===== config.mk =====
export PLATFORM = sky130hd
export DESIGN_NAME = seq_detector_param
export DESIGN_NICKNAME = d
export VERILOG_FILES = /design/src/rtl/seq_detector_param.sv
export SDC_FILE = /design/constraint.sdc
export NUM_CORES = 1
export LEC_CHECK = 0
export BUFFER_PORTS_ARGS = -buffer_cell sky130_fd_sc_hd__buf_2
export CAP_MARGIN = 20
export CORE_AREA = 2 2 42 44
export CTS_CLUSTER_DIAMETER = 30
export DETAILED_ROUTE_END_ITERATION = 16
export DIE_AREA = 0 0 44 46
export PLACE_DENSITY = 0.75
export SKIP_LAST_GASP = 1
export SYNTH_ARGS = -nofsm -noshare
export SYNTH_HDL_FRONTEND = slang
export SYNTH_SLANG_ARGS = --single-unit
export TNS_END_PERCENT = 100

===== constraint.sdc =====
create_clock -name clock -period 3.5 [get_ports clock]
set_clock_uncertainty 0.2 [all_clocks]
set_input_delay 0.7 -clock clock [delete_from_list [all_inputs] [get_ports clock]]
set_output_delay 0.7 -clock clock [all_outputs]
set_load 0.005 [all_outputs]

===== src/rtl/seq_detector_param.sv =====
// Parametrised serial pattern detector.
// Shifts in bit a on every clock where ready=1. It raises a registered one-cycle
// pulse on w when the last LEN accepted bits equal PATTERN, and it keeps a
// saturating count of matches. The fill counter stops a match from firing on the
// all-zero history left by reset or clear, so PATTERN=0 is safe. In
// non-overlapping mode a match restarts detection from an empty history.
module seq_detector_param #(
  parameter int unsigned      LEN     = 4,
  parameter logic [LEN-1:0]   PATTERN = 4'b1011,
  parameter bit               OVERLAP = 1'b1,
  parameter int unsigned      COUNT_W = 8
) (
  input  logic               clock,
  input  logic               reset,
  input  logic               a,
  input  logic               ready,
  input  logic               clear,
  output logic               w,
  output logic [COUNT_W-1:0] count,
  output logic               armed
);

  localparam int unsigned         FILL_W    = $clog2(LEN + 1);
  localparam logic [FILL_W-1:0]   FILL_FULL = FILL_W'(LEN);
  localparam logic [COUNT_W-1:0]  COUNT_MAX = '1;

  // FILLING while fewer than LEN valid bits are held; ARMED once a match is possible.
  typedef enum logic {
    S_FILLING = 1'b0,
    S_ARMED   = 1'b1
  } state_e;

  logic [LEN-1:0]     hist_q,  hist_d;
  logic [FILL_W-1:0]  fill_q,  fill_d;
  logic [COUNT_W-1:0] count_q, count_d;
  logic               w_q,     w_d;
  state_e             state_q, state_d;

  logic [LEN-1:0]     hist_shift;
  logic [FILL_W-1:0]  fill_inc;
  logic               match;

  // Next-state: clear wins over ready. A match is judged on the history that includes the new bit.
  always_comb begin
    hist_d     = hist_q;
    fill_d     = fill_q;
    count_d    = count_q;
    w_d        = 1'b0;
    hist_shift = {hist_q[LEN-2:0], a};
    fill_inc   = (fill_q == FILL_FULL) ? FILL_FULL : fill_q + FILL_W'(1);
    match      = ready && (fill_inc == FILL_FULL) && (hist_shift == PATTERN);

    if (clear) begin
      hist_d  = '0;
      fill_d  = '0;
      count_d = '0;
    end else if (ready) begin
      hist_d = hist_shift;
      fill_d = fill_inc;
      if (match) begin
        w_d = 1'b1;
        if (count_q != COUNT_MAX) begin
          count_d = count_q + COUNT_W'(1);
        end
        if (!OVERLAP) begin
          // Non-overlapping: the matched bits cannot be reused, so start over.
          hist_d = '0;
          fill_d = '0;
        end
      end
    end

    state_d = (fill_d == FILL_FULL) ? S_ARMED : S_FILLING;
  end

  // State and registered outputs. Asynchronous reset discards any partial history or pending pulse.
  always_ff @(posedge clock or negedge reset) begin
    if (!reset) begin
      hist_q  <= '0;
      fill_q  <= '0;
      count_q <= '0;
      w_q     <= 1'b0;
      state_q <= S_FILLING;
    end else begin
      hist_q  <= hist_d;
      fill_q  <= fill_d;
      count_q <= count_d;
      w_q     <= w_d;
      state_q <= state_d;
    end
  end

  assign w     = w_q;
  assign count = count_q;
  assign armed = (state_q == S_ARMED);

endmodule


# Yosys cells after proc, flatten, opt, wreduce, memory -nomap -nowiden
# Index checks and enable logic that the tools add are counted.
# op_classes
add_sub_neg,2
eq_ne,5
muxes,13
reduce_logical,6
# op_table
cell,count
8-bit 2-to-1 mux,4
3-bit 2-to-1 mux,5
3-bit equality test (second input constant),3
8-bit by 1-bit adder with 8-bit output (second input constant),1
8-bit inequality test (second input constant),1
2-bit nonzero test,3
4-bit equality test (second input constant),1
1-bit 2-to-1 mux,4
3-bit by 1-bit adder with 3-bit output (second input constant),1
3-bit AND reduction,1
1-bit logical AND,2
# totals
regBits,16
in_bits,5
out_inout_bits,10
wordCells,31

# Longest topological paths before layout
# Gate-level depths: netlist of run 1.
# depth
word_depth,8
depth_mapped,8

# Worst setup path before layout of run 1
# OpenSTA, ideal clock, no wires.
# synth_timing
kind,input-to-reg
start,input ready
end,"register count_q[5], in the netlist count[5]"
t_arrival_ns,1.883
setup_slack_ns,1.339
stages,6
cell_sequence,buf_4 > nand2_4 > nor4_4 > nand3b_2 > or4_1 > a21oi_1
# synth_between
elab_chain_len,4
# synth_lines
element,line_no,source
"start, declared",16,"input logic ready,"
1-bit logical AND (2 in a row),51,match = ready && (fill_inc == FILL_FULL) && (hist_shift == PATTERN);
2-bit nonzero test (no line),--,
3-bit AND reduction (no line) (*),--,
"end signal, assigned",87,count_q <= count_d;
"end, declared",35,"logic [COUNT_W-1:0] count_q, count_d;"
# Mark *: on every way between the ends. The rest lies on a longest branch, timed or not.
# A chain may end at the register's enable or synchronous reset.

# Final worst setup path of run 1
# layout_timing
start,register fill_q[0]
end,"register count_q[5], in the netlist count[5]"
# layout_between
elab_chain_len,7
# layout_lines
element,line_no,source
"start, declared",34,"logic [FILL_W-1:0] fill_q, fill_d;"
"start signal, assigned",86,fill_q <= fill_d;
3-bit by 1-bit adder with 3-bit output or 3-bit equality test (tied branches),50,fill_inc = (fill_q == FILL_FULL) ? FILL_FULL : fill_q + FILL_W'(1);
3-bit 2-to-1 mux (*),50,
3-bit equality test (*),51,
1-bit logical AND (*) (2 in a row),51,
2-bit nonzero test (no line) (*),--,
3-bit AND reduction (no line) (*),--,
# Marked as above.

==> out/qor.json, run 1 <==
{
  "preCtsSetupSlack_ps": 982,
  "drv_slew": 0,
  "drcViolationCount": 0,
  "synth_area_per_cell_um2": 10.1,
  "relSlewSlack_pct": 75.9,
  "cts_setup_buffers": 0,
  "routed_wirelength_mm": 1.50,
  "yosys_warnings": 0,
  "post_synth_and_or_nand_nor_area_fraction_pct": 25.3,
  "floorplan.rows": 15,
  "clkLatencyLatePin_ps": 280,
  "antenna_fix_cells": 0,
  "clkSinkCount": 16,
  "route.vias.total": 661,
  "synth.net_count": 89,
  "synth_area_um2": 817,
  "min-delay-path-class": "input pin to async pin",
  "post_drt_via_cell_ratio": 5.85,
  "detailedRoute.firstIterationViolations": 9,
  "grt_start_max_net_pins": 17,
  "synth.area.mux_share_pct": 3.68,
  "postCtsHoldBufs": 0,
  "vdd.ir_drop.worst_mv": 0.234,
  "result_of_the_run": "completed",
  "cts.repair.resized": 0,
  "final_setup_slack_of_the_worst_path_ps": 1150,
  "maxCapViolCount": 0,
  "share_of_final_layout_standard_cells_stronger_than_drive_strength_1_pct": 24.0,
  "initial_utilization_pct": 50.6,
  "arrival_ps": 2350,
  "finalSetupViolations": 0,
  "area_fraction_in_compound_gates_after_synthesis_pct": 12.6,
  "chipWidth_um": 44,
  "static-leakage-power_uw": 0.000436,
  "synth_adder_area_share_pct": 4.59,
  "htree_levels": 1,
  "global_route.usage.total_pct": 18.3,
  "cts_buffers": 3,
  "netlist_instances": 81,
  "place_congestion": 0.744,
  "worstMarginPinSlew_ps": 358,
  "routed_wire_length_per_instance_um": 13.3,
  "number_of_optimization_iterations_in_the_first_detailed_route_pass": 4,
  "grt_pass1_wl_mm": 2.62,
  "area_growth_syn_to_layout_pct": 13.6,
  "layout.cells.most_common_list": "16 x sky130_fd_sc_hd__dfrtp_1, 14 x sky130_fd_sc_hd__buf_2, 10 x sky130_fd_sc_hd__a21oi_1",
  "io_buffer_count": 14,
  "grt_remaining_overflow": 0,
  "antenna_found_initial": 0,
  "startpoint_type": "flop",
  "setup.worst_path.end_class": "flop",
  "synth_xor_area_share_pct": 1.07,
  "fmaxAchievable_mhz": 425,
  "period_share_pct": 67.2,
  "clock-root-buffer": "sky130_fd_sc_hd__clkbuf_4",
  "die_h_um": 46,
  "synth.lib_cells_used.distinct": 27,
  "power_density_nw_per_um2": 358,
  "fp.dieArea_um2": 2020,
  "tritoncts": "done",
  "clkTransAtPathRegs_ps": 100,
  "worst-setup-path-type": "flop to flop",
  "timing.final.crit_period_ps": 2350,
  "most_common_cell_after_layout_fill_and_taps_aside": "sky130_fd_sc_hd__dfrtp_1",
  "core-area_um2": 1610,
  "crit_path_max_fanout": 14,
  "synth_seq_cells": 16,
  "nets": 105,
  "route.antenna.remaining_nets": 0,
  "grt_pass1_vias": 623,
  "timing.final.hold_violations": 0,
  "yosysSeqAreaShare_pct": 49.0,
  "worstPathRequired_ps": 3500,
  "grt_setup_unrepaired": "no",
  "combinational_family_with_the_most_area_after_synthesis": "simple AND/OR/NAND/NOR gates",
  "clock_path_buffers": 2,
  "count_of_boundary_i_o_pins": 15,
  "dp_hpwl_mm": 1.13,
  "final.setup.tns_ps": 0
}
-- through the flow --
stage	instance area (µm²)	hold WS [ps]	total power, µW	std cells	util, %
after floorplan	817	204	209	81	-
after global placement	892	306	216	109	55.3
after detailed placement	892	335	218	109	55.3
after CTS	928	112	337	113	57.5
after global routing	928	129	348	113	57.5
final	928	105	333	113	57.5
-- layout make-up --
type	count	area, µm²
fillers	161	686
repair buffers	14	70.1
flip-flops and latches	16	400
clock buffers	4	36.3
multi-input cells	58	385
inverters	4	15.0
well taps	17	21.3
-- cells in the mapped netlist (all sizes together) --
library cell	number	area share, %
o21ai	5	3.1
o31ai	3	3.4
dfrtp	16	49
or3	4	3.1
inv	4	1.8
and4b	1	1.2
nor4	1	2.6
mux2i	3	3.7
nand3b	1	1.4
nor3	2	1.2
nor2	5	2.3
clkbuf	1	0.46
nand4	1	0.77
or4	2	1.8
and2	1	0.77
ha	3	4.6
a21oi	10	6.1
buf	2	1.5
nor3b	1	0.92
or2	1	0.77
nand3	4	2.5
nand2b	3	2.3
nand2	6	3.7
xor2	1	1.1
-- final timing paths --
check	startpoint	to	slack [ps]	depth (start not counted)
min in group clock	hist_q[2]$_DFFE_PN0P_	hist_q[2]$_DFFE_PN0P_	350	2
max in group asynchronous	reset	fill_q[0]$_DFF_PN0_	2730	1
setup / recovery	fill_q[0]$_DFF_PN0_	count[5]$_DFFE_PN0P_	1150	6
hold reg to reg	hist_q[2]$_DFFE_PN0P_	hist_q[2]$_DFFE_PN0P_	350	2
hold / removal	reset	count[6]$_DFFE_PN0P_	100	1
setup reg to reg	fill_q[0]$_DFF_PN0_	count[5]$_DFFE_PN0P_	1150	6
-- kinds of logic (layout without fill, tap and decap cells) --
kind of cell / count (synthesis) / count (layout)
and+or+nand+nor: 33 / 33
adders and majority gates: 3 / 3
xor gates and xnor gates: 1 / 1
buffers and inverters: 7 / 22
AOI/OAI and AO/OA: 18 / 18
muxes: 3 / 3
DFF: 16 / 16
-- power by group --
group	switching, µW	total [µW]	internal, µW	leakage (µW)
Clock	55.9	119	63.2	0.0000210
Combinational	15.4	23.6	8.22	0.000194
Sequential	2.46	190	188	0.000221
Total	73.7	333	259	0.000436
-- metal layers --
| metal | vias up | wire (µm) | share of wire (%) | track usage [%] |
|---|---|---|---|---|
| met5 | - | 0 | 0 | 0 |
| met4 | 0 | 29 | 1.9 | 10.9 |
| met3 | 4 | 49 | 3.3 | 3.57 |
| met2 | 12 | 718 | 48 | 28.8 |
| met1 | 322 | 702 | 47 | 23.3 |
| li1 | 323 | - | - | - |
-- sequential cells by signal, indices dropped and copies added, names as in the netlist --
register,flops
armed,1
count,8
fill_q,3
hist_q,3
w,1
-- worst max-delay path, cell delays in order, from the launching register on --
cell and delay (ps):
sky130_fd_sc_hd__dfrtp_1 380, sky130_fd_sc_hd__inv_1 90, sky130_fd_sc_hd__ha_1 330, sky130_fd_sc_hd__o31ai_2 290, sky130_fd_sc_hd__nand3b_2 270, sky130_fd_sc_hd__or4_1 560
sky130_fd_sc_hd__a21oi_1 170
Note: power is estimated with default switching activity, not from simulation.
==> run 2, diff against run 1 <==
CORE_AREA = 2 2 43 45   (was 2 2 42 44)
DIE_AREA = 0 0 45 47   (was 0 0 44 46)
PLACE_DENSITY = 0.72   (was 0.75)
clock period = 2.3 ns   (was 3.5 ns; I/O delays follow)
==> run 2 against run 1 <==
Effect of this change: non-clock buffer count grew 4; global-route usage is 2.6 points lower; die area up 4.5%; critical path type unchanged; critical endpoint unchanged; largest power group unchanged.
==> out/qor.json, run 2 (same netlist as run 1, synthesis figures left out) <==
{
  "area_growth_syn_to_layout_pct": 19.0,
  "drcViolationCount": {"value": 0, "change": "unchanged"},
  "dp_hpwl": {"value": 1.06, "unit": "mm", "change": "-5.9%"},
  "period_share": {"value": 95.4, "unit": "%", "change": "+28 points"},
  "arrival": {"value": 2210, "unit": "ps", "change": "-140 ps"},
  "clock-root-buffer": "sky130_fd_sc_hd__clkbuf_4",
  "floorplan.rows": {"value": 15, "change": "unchanged"},
  "htree_levels": {"value": 1, "change": "unchanged"},
  "grt_pass1_vias": {"value": 564, "change": "-9.5%"},
  "post_drt_via_cell_ratio": {"value": 5.62, "change": "-3.9%"},
  "routed_wirelength": {"value": 1.51, "unit": "mm", "change": "+0.80%"},
  "place_congestion": {"value": 0.740, "change": "-0.64%"},
  "layout.cells.most_common_list": "16 x sky130_fd_sc_hd__dfrtp_1, 14 x sky130_fd_sc_hd__buf_2, 9 x sky130_fd_sc_hd__a21oi_1",
  "setup.worst_path.end_class": "flop",
  "chipWidth": {"value": 45, "unit": "µm", "change": "+2.3%"},
  "final_setup_slack_of_the_worst_path": {"value": 106, "unit": "ps", "change": "-1040 ps"},
  "count_of_boundary_i_o_pins": {"value": 15, "change": "unchanged"},
  "tritoncts": "done",
  "worst-setup-path-type": "flop to flop",
  "cts_buffers": {"value": 3, "change": "unchanged"},
  "worstPathRequired": {"value": 2310, "unit": "ps", "change": "-1190 ps"},
  "clkTransAtPathRegs": {"value": 90, "unit": "ps", "change": "about the same"},
  "timing.final.hold_violations": {"value": 0, "change": "unchanged"},
  "clkLatencyLatePin": {"value": 280, "unit": "ps", "change": "about the same"},
  "startpoint_type": "flop",
  "crit_path_max_fanout": {"value": 6, "change": "-8"},
  "number_of_optimization_iterations_in_the_first_detailed_route_pass": {"value": 4, "change": "unchanged"},
  "core-area": {"value": 1650, "unit": "µm²", "change": "+2.3%"},
  "drv_slew": {"value": 0, "change": "unchanged"},
  "grt_pass1_wl": {"value": 2.35, "unit": "mm", "change": "-10%"},
  "die_h": {"value": 47, "unit": "µm", "change": "+2.2%"},
  "result_of_the_run": "completed",
  "final.setup.tns": {"value": 0, "unit": "ps", "change": "unchanged"},
  "antenna_found_initial": {"value": 0, "change": "unchanged"},
  "share_of_final_layout_standard_cells_stronger_than_drive_strength_1": {"value": 27.3, "unit": "%", "change": "+3.3 points"},
  "antenna_fix_cells": {"value": 0, "change": "unchanged"},
  "io_buffer_count": {"value": 14, "change": "unchanged"},
  "most_common_cell_after_layout_fill_and_taps_aside": "sky130_fd_sc_hd__dfrtp_1",
  "min-delay-path-class": "input pin to flop",
  "route.vias.total": {"value": 652, "change": "-1.4%"},
  "fp.dieArea": {"value": 2120, "unit": "µm²", "change": "+4.5%"},
  "fin_util": {"value": 58.9, "unit": "%", "change": "+1.3 points"},
  "initial_utilization": {"value": 49.5, "unit": "%", "change": "-1.2 points"},
  "power_density": {"value": 488, "unit": "nW/µm²", "change": "+36%"},
  "finalSetupViolations": {"value": 0, "change": "unchanged"},
  "detailedRoute.firstIterationViolations": {"value": 2, "change": "-7"},
  "timing.final.crit_period": {"value": 2190, "unit": "ps", "change": "-158 ps"},
  "maxCapViolCount": {"value": 0, "change": "unchanged"},
  "grt_remaining_overflow": {"value": 0, "change": "unchanged"},
  "route.antenna.remaining_nets": {"value": 0, "change": "unchanged"},
  "vdd.ir_drop.worst": {"value": 0.376, "unit": "mV", "change": "+61%"},
  "routed_wire_length_per_instance": {"value": 13.0, "unit": "µm", "change": "-1.8%"},
  "preCtsSetupSlack": {"value": 89.7, "unit": "ps", "change": "-892 ps"},
  "max_reg_flops": {"value": 8, "change": "unchanged"},
  "clkSinkCount": {"value": 16, "change": "unchanged"},
  "worstMarginPinSlew": {"value": 348, "unit": "ps", "change": "-9.63 ps"},
  "clock_path_buffers": {"value": 2, "change": "unchanged"},
  "grt_setup_unrepaired": "no",
  "nets": {"value": 109, "change": "+3.8%"},
  "fmaxAchievable": {"value": 456, "unit": "MHz", "change": "+7.2%"},
  "grt_start_max_net_pins": {"value": 17, "change": "unchanged"},
  "static-leakage-power": {"value": 0.000480, "unit": "µW", "change": "+10%"},
  "relSlewSlack": {"value": 76.5, "unit": "%", "change": "+0.65 points"},
  "global_route.usage.total": {"value": 15.7, "unit": "%", "change": "-2.6 points"}
}
-- run 2: cell count changes in the layout (fill, tap and decap cells not counted) --
cell                            previous run  this run
sky130_fd_sc_hd__buf_4                     0         3
sky130_fd_sc_hd__a21oi_1                  10         9
sky130_fd_sc_hd__a21oi_2                   0         1
sky130_fd_sc_hd__clkbuf_8                  1         0
sky130_fd_sc_hd__dlygate4sd3_1             0         1
sky130_fd_sc_hd__nand3b_2                  1         0
sky130_fd_sc_hd__nand3b_4                  0         1
sky130_fd_sc_hd__o31ai_2                   1         0
sky130_fd_sc_hd__o31ai_4                   0         1
sky130_fd_sc_hd__or4_1                     2         1
sky130_fd_sc_hd__or4_4                     0         1
-- run 2: worst max-delay path, cell delays in order (launching register included) --
cell,delay [ps]
sky130_fd_sc_hd__dfrtp_1,410
sky130_fd_sc_hd__ha_1,240
sky130_fd_sc_hd__and2_1,190
sky130_fd_sc_hd__o31ai_4,270
sky130_fd_sc_hd__nand3b_4,140
sky130_fd_sc_hd__or4_4,540
sky130_fd_sc_hd__a21oi_2,140
-- run 2: layout make-up --
type / count / area [µm²]
Timing Repair Buffer: 18 / 103
Clock buffer: 3 / 22.5
Tap cell: 17 / 21.3
Fill cell: 156 / 679
Inverter: 4 / 15.0
Multi-Input combinational cell: 58 / 410
Sequential cell: 16 / 400
-- run 2: power breakdown --
group          switching, µW  total, µW  internal (µW)
clock                   84.6        145           60.8
combinational           25.5       40.4           14.8
sequential              3.65        289            286
total                    114        475            361
-- run 2: path summary, 6_finish.rpt --
| check | startpoint | end | slack (ps) | cells past startpoint |
|---|---|---|---|---|
| hold reg to reg | hist_q[2]$_DFFE_PN0P_ | hist_q[2]$_DFFE_PN0P_ | 340 | 2 |
| max in group asynchronous | reset | count[4]$_DFFE_PN0P_ | 1230 | 2 |
| hold / removal | a | hist_q[0]$_DFFE_PN0P_ | 240 | 3 |
| setup / recovery | fill_q[0]$_DFF_PN0_ | count[5]$_DFFE_PN0P_ | 110 | 6 |
| min in group asynchronous | reset | hist_q[1]$_DFFE_PN0P_ | 410 | 2 |
| setup reg to reg | fill_q[0]$_DFF_PN0_ | count[5]$_DFFE_PN0P_ | 110 | 6 |
-- run 2: metrics by stage --
stage          instances  cell area, µm²  total power [µW]  hold WS (ps)
6_report             116             972               475           241
5_1_grt              116             972               494           253
4_1_cts              115             940               474           242
3_5_place_dp         111             907               331           195
3_3_place_gp         111             907               330           189
2_1_floorplan         81             817               317         -35.6
-- run 2: what timing repair did --
item,CTS,global route
hold buffers,1,0
gates resized for setup,0,4
setup endpoints to repair,0,3
setup buffers,0,1
hold endpoints to repair,16,0
-- run 2: routing by layer --
metal | share of wire (%) | vias to the layer above | GRT usage, %
met5 | 0 | - | 0
met4 | 1.6 | 0 | 7.06
met1 | 48 | 313 | 20.5
met3 | 3.1 | 4 | 2.31
met2 | 48 | 10 | 26.0
li1 | - | 325 | -
==> run 3, diff against run 2 <==
CORE_AREA = 2 2 45 47   (was 2 2 43 45)
CTS_BUF_LIST = sky130_fd_sc_hd__clkbuf_16   (was unset)
DIE_AREA = 0 0 47 49   (was 0 0 45 47)
PLACE_DENSITY = 0.66   (was 0.72)
==> run 3 against run 2 <==
Effect of this change: design area up 3.3%; critical path depth did not move; fmax rose by 2.5%; highest routed layer unchanged; critical path type unchanged; non-clock buffer count shrank 1; largest cell class is now sequential cells.
==> out/qor.json, run 3 (same netlist as run 1, synthesis figures left out) <==
{
  "hold_ws": {"value": 290, "unit": "ps", "change": "+49.7 ps"},
  "antenna_found_initial": {"value": 0, "change": "unchanged"},
  "clkLatencyLatePin": {"value": 240, "unit": "ps", "change": "-40 ps"},
  "min-delay-path-class": "input pin to flop",
  "max_reg_flops": {"value": 8, "change": "unchanged"},
  "die_h": {"value": 49, "unit": "µm", "change": "+4.3%"},
  "io_buffer_count": {"value": 14, "change": "unchanged"},
  "worstPathCellList": "inv_1, ha_1, o31ai_2, nand3b_2, or4_1, a21oi_1",
  "ff2ff_setup_slack": {"value": 160, "unit": "ps", "change": "+50 ps"},
  "fmaxAchievable": {"value": 467, "unit": "MHz", "change": "+2.5%"},
  "routed_wirelength": {"value": 1.53, "unit": "mm", "change": "+1.5%"},
  "power_density": {"value": 654, "unit": "nW/µm²", "change": "+34%"},
  "clock_path_buffers": {"value": 2, "change": "unchanged"},
  "nets": {"value": 108, "change": "-0.92%"},
  "area_growth_syn_to_layout_pct": 23.0,
  "initial_utilization": {"value": 44.4, "unit": "%", "change": "-5.1 points"},
  "most_common_cell_after_layout_fill_and_taps_aside": "sky130_fd_sc_hd__dfrtp_1",
  "grt_remaining_overflow": {"value": 0, "change": "unchanged"},
  "tritoncts": "done",
  "count_of_boundary_i_o_pins": {"value": 15, "change": "unchanged"},
  "cp_slowest_stage_delay": {"value": 520, "unit": "ps", "change": "-20 ps"},
  "clkSinkCount": {"value": 16, "change": "unchanged"},
  "relSlewSlack": {"value": 74.2, "unit": "%", "change": "-2.3 points"},
  "detailedRoute.firstIterationViolations": {"value": 4, "change": "+2"},
  "grt_start_max_net_pins": {"value": 17, "change": "unchanged"},
  "worst-setup-path-type": "flop to flop",
  "fp.dieArea": {"value": 2300, "unit": "µm²", "change": "+8.9%"},
  "final.setup.tns": {"value": 0, "unit": "ps", "change": "unchanged"},
  "worstPathRequired": {"value": 2270, "unit": "ps", "change": "-40 ps"},
  "chipWidth": {"value": 47, "unit": "µm", "change": "+4.4%"},
  "maxCapViolCount": {"value": 0, "change": "unchanged"},
  "timing.final.crit_period": {"value": 2140, "unit": "ps", "change": "-53.8 ps"},
  "core-area": {"value": 1840, "unit": "µm²", "change": "+12%"},
  "grt_pass1_wl": {"value": 2.59, "unit": "mm", "change": "+10%"},
  "dp_hpwl": {"value": 1.12, "unit": "mm", "change": "+5.9%"},
  "drv_slew": {"value": 0, "change": "unchanged"},
  "floorplan.rows": {"value": 16, "change": "+1"},
  "grt_pass1_vias": {"value": 613, "change": "+8.7%"},
  "crit_slowest_cell": "sky130_fd_sc_hd__or4_1",
  "grt_setup_unrepaired": "no",
  "fin_util": {"value": 54.6, "unit": "%", "change": "-4.3 points"},
  "startpoint_type": "flop",
  "period_share": {"value": 93.0, "unit": "%", "change": "-2.3 points"},
  "setup.worst_path.end_class": "flop",
  "drcViolationCount": {"value": 0, "change": "unchanged"},
  "share_of_final_layout_standard_cells_stronger_than_drive_strength_1": {"value": 24.5, "unit": "%", "change": "-2.8 points"},
  "finalSetupViolations": {"value": 0, "change": "unchanged"},
  "layout.cells.most_common_list": "16 x sky130_fd_sc_hd__dfrtp_1, 14 x sky130_fd_sc_hd__buf_2, 10 x sky130_fd_sc_hd__a21oi_1",
  "clock-root-buffer": "sky130_fd_sc_hd__clkbuf_16",
  "result_of_the_run": "completed",
  "clkTransAtPathRegs": {"value": 50, "unit": "ps", "change": "-40 ps"},
  "arrival": {"value": 2110, "unit": "ps", "change": "-100 ps"},
  "place_congestion": {"value": 0.715, "change": "-3.3%"},
  "number_of_optimization_iterations_in_the_first_detailed_route_pass": {"value": 4, "change": "unchanged"},
  "global_route.usage.total": {"value": 15.7, "unit": "%", "change": "+0.029 points"},
  "antenna_fix_cells": {"value": 0, "change": "unchanged"},
  "cts_setup_buffers": {"value": 0, "change": "unchanged"},
  "vdd.ir_drop.worst": {"value": 0.476, "unit": "mV", "change": "+27%"},
  "worstMarginPinSlew": {"value": 383, "unit": "ps", "change": "+34.8 ps"},
  "post_drt_via_cell_ratio": {"value": 5.17, "change": "-8.1%"},
  "route.antenna.remaining_nets": {"value": 0, "change": "unchanged"},
  "htree_levels": {"value": 1, "change": "unchanged"},
  "routed_wire_length_per_instance": {"value": 12.3, "unit": "µm", "change": "-5.8%"},
  "cts.repair.resized": {"value": 0, "change": "unchanged"},
  "route.vias.total": {"value": 646, "change": "-0.92%"},
  "static-leakage-power": {"value": 0.000465, "unit": "µW", "change": "-3.2%"},
  "cts_buffers": {"value": 3, "change": "unchanged"},
  "timing.final.hold_violations": {"value": 0, "change": "unchanged"},
  "crit_path_max_fanout": {"value": 4, "change": "-2"}
}
## run 3: cell count changes in the layout (fill, tap and decap cells not counted), sizes merged
cell / change
buf: -1
## run 3: worst paths after layout
check | start | endpoint | cells after the start
hold reg to reg | hist_q[2]$_DFFE_PN0P_ | hist_q[2]$_DFFE_PN0P_ | 2
min in group asynchronous | reset | count[3]$_DFFE_PN0P_ | 2
hold / removal | a | hist_q[0]$_DFFE_PN0P_ | 3
setup / recovery | fill_q[0]$_DFF_PN0_ | count[7]$_DFFE_PN0P_ | 6
setup reg to reg | fill_q[0]$_DFF_PN0_ | count[7]$_DFFE_PN0P_ | 6
max in group asynchronous | reset | fill_q[1]$_DFF_PN0_ | 2
## run 3: routing by layer
| layer | part of all wire (%) | up-vias | track usage, % |
|---|---|---|---|
| li1 | - | 322 | - |
| met1 | 45 | 309 | 20.7 |
| met2 | 50 | 10 | 23.5 |
| met3 | 2.5 | 5 | 3.33 |
| met4 | 2.2 | 0 | 8.33 |
| met5 | 0 | - | 0 |
## run 3: area by class of cell
class / instances / area (µm²)
clock buffer: 3 / 75.1
tap: 27 / 33.8
fill: 171 / 837
timing repair buffer: 17 / 95.1
inverter: 4 / 15.0
sequential: 16 / 400
multi-input combinational: 58 / 385
## run 3: repair_timing
item,CTS,global route
hold endpoints to repair,16,0
setup endpoints to repair,0,0
hold buffers,1,0
## run 3: per-stage QoR
stage,setup slack [ps],cells,total power [µW],area (µm²)
2_1_floorplan,278,81,317,817
5_1_grt,20.8,125,679,1000
3_5_place_dp,166,121,332,920
6_report,160,125,657,1000
4_1_cts,150,125,666,1000
3_3_place_gp,216,121,330,920
## run 3: critical path: cells and delay by family, from the launching register on
kind                     cells  cell delay (ps)
adder cells (fa/ha/maj)      1              330
AND/OR/NAND/NOR              2              650
AO/OA/AOI/OAI                2              430
buffers and inverters        1               90
flip-flops                   1              360
## run 3: power by group
group	internal [µW]	switching [µW]
logic	13.7	23.3
registers	287	3.82
clock network	228	102
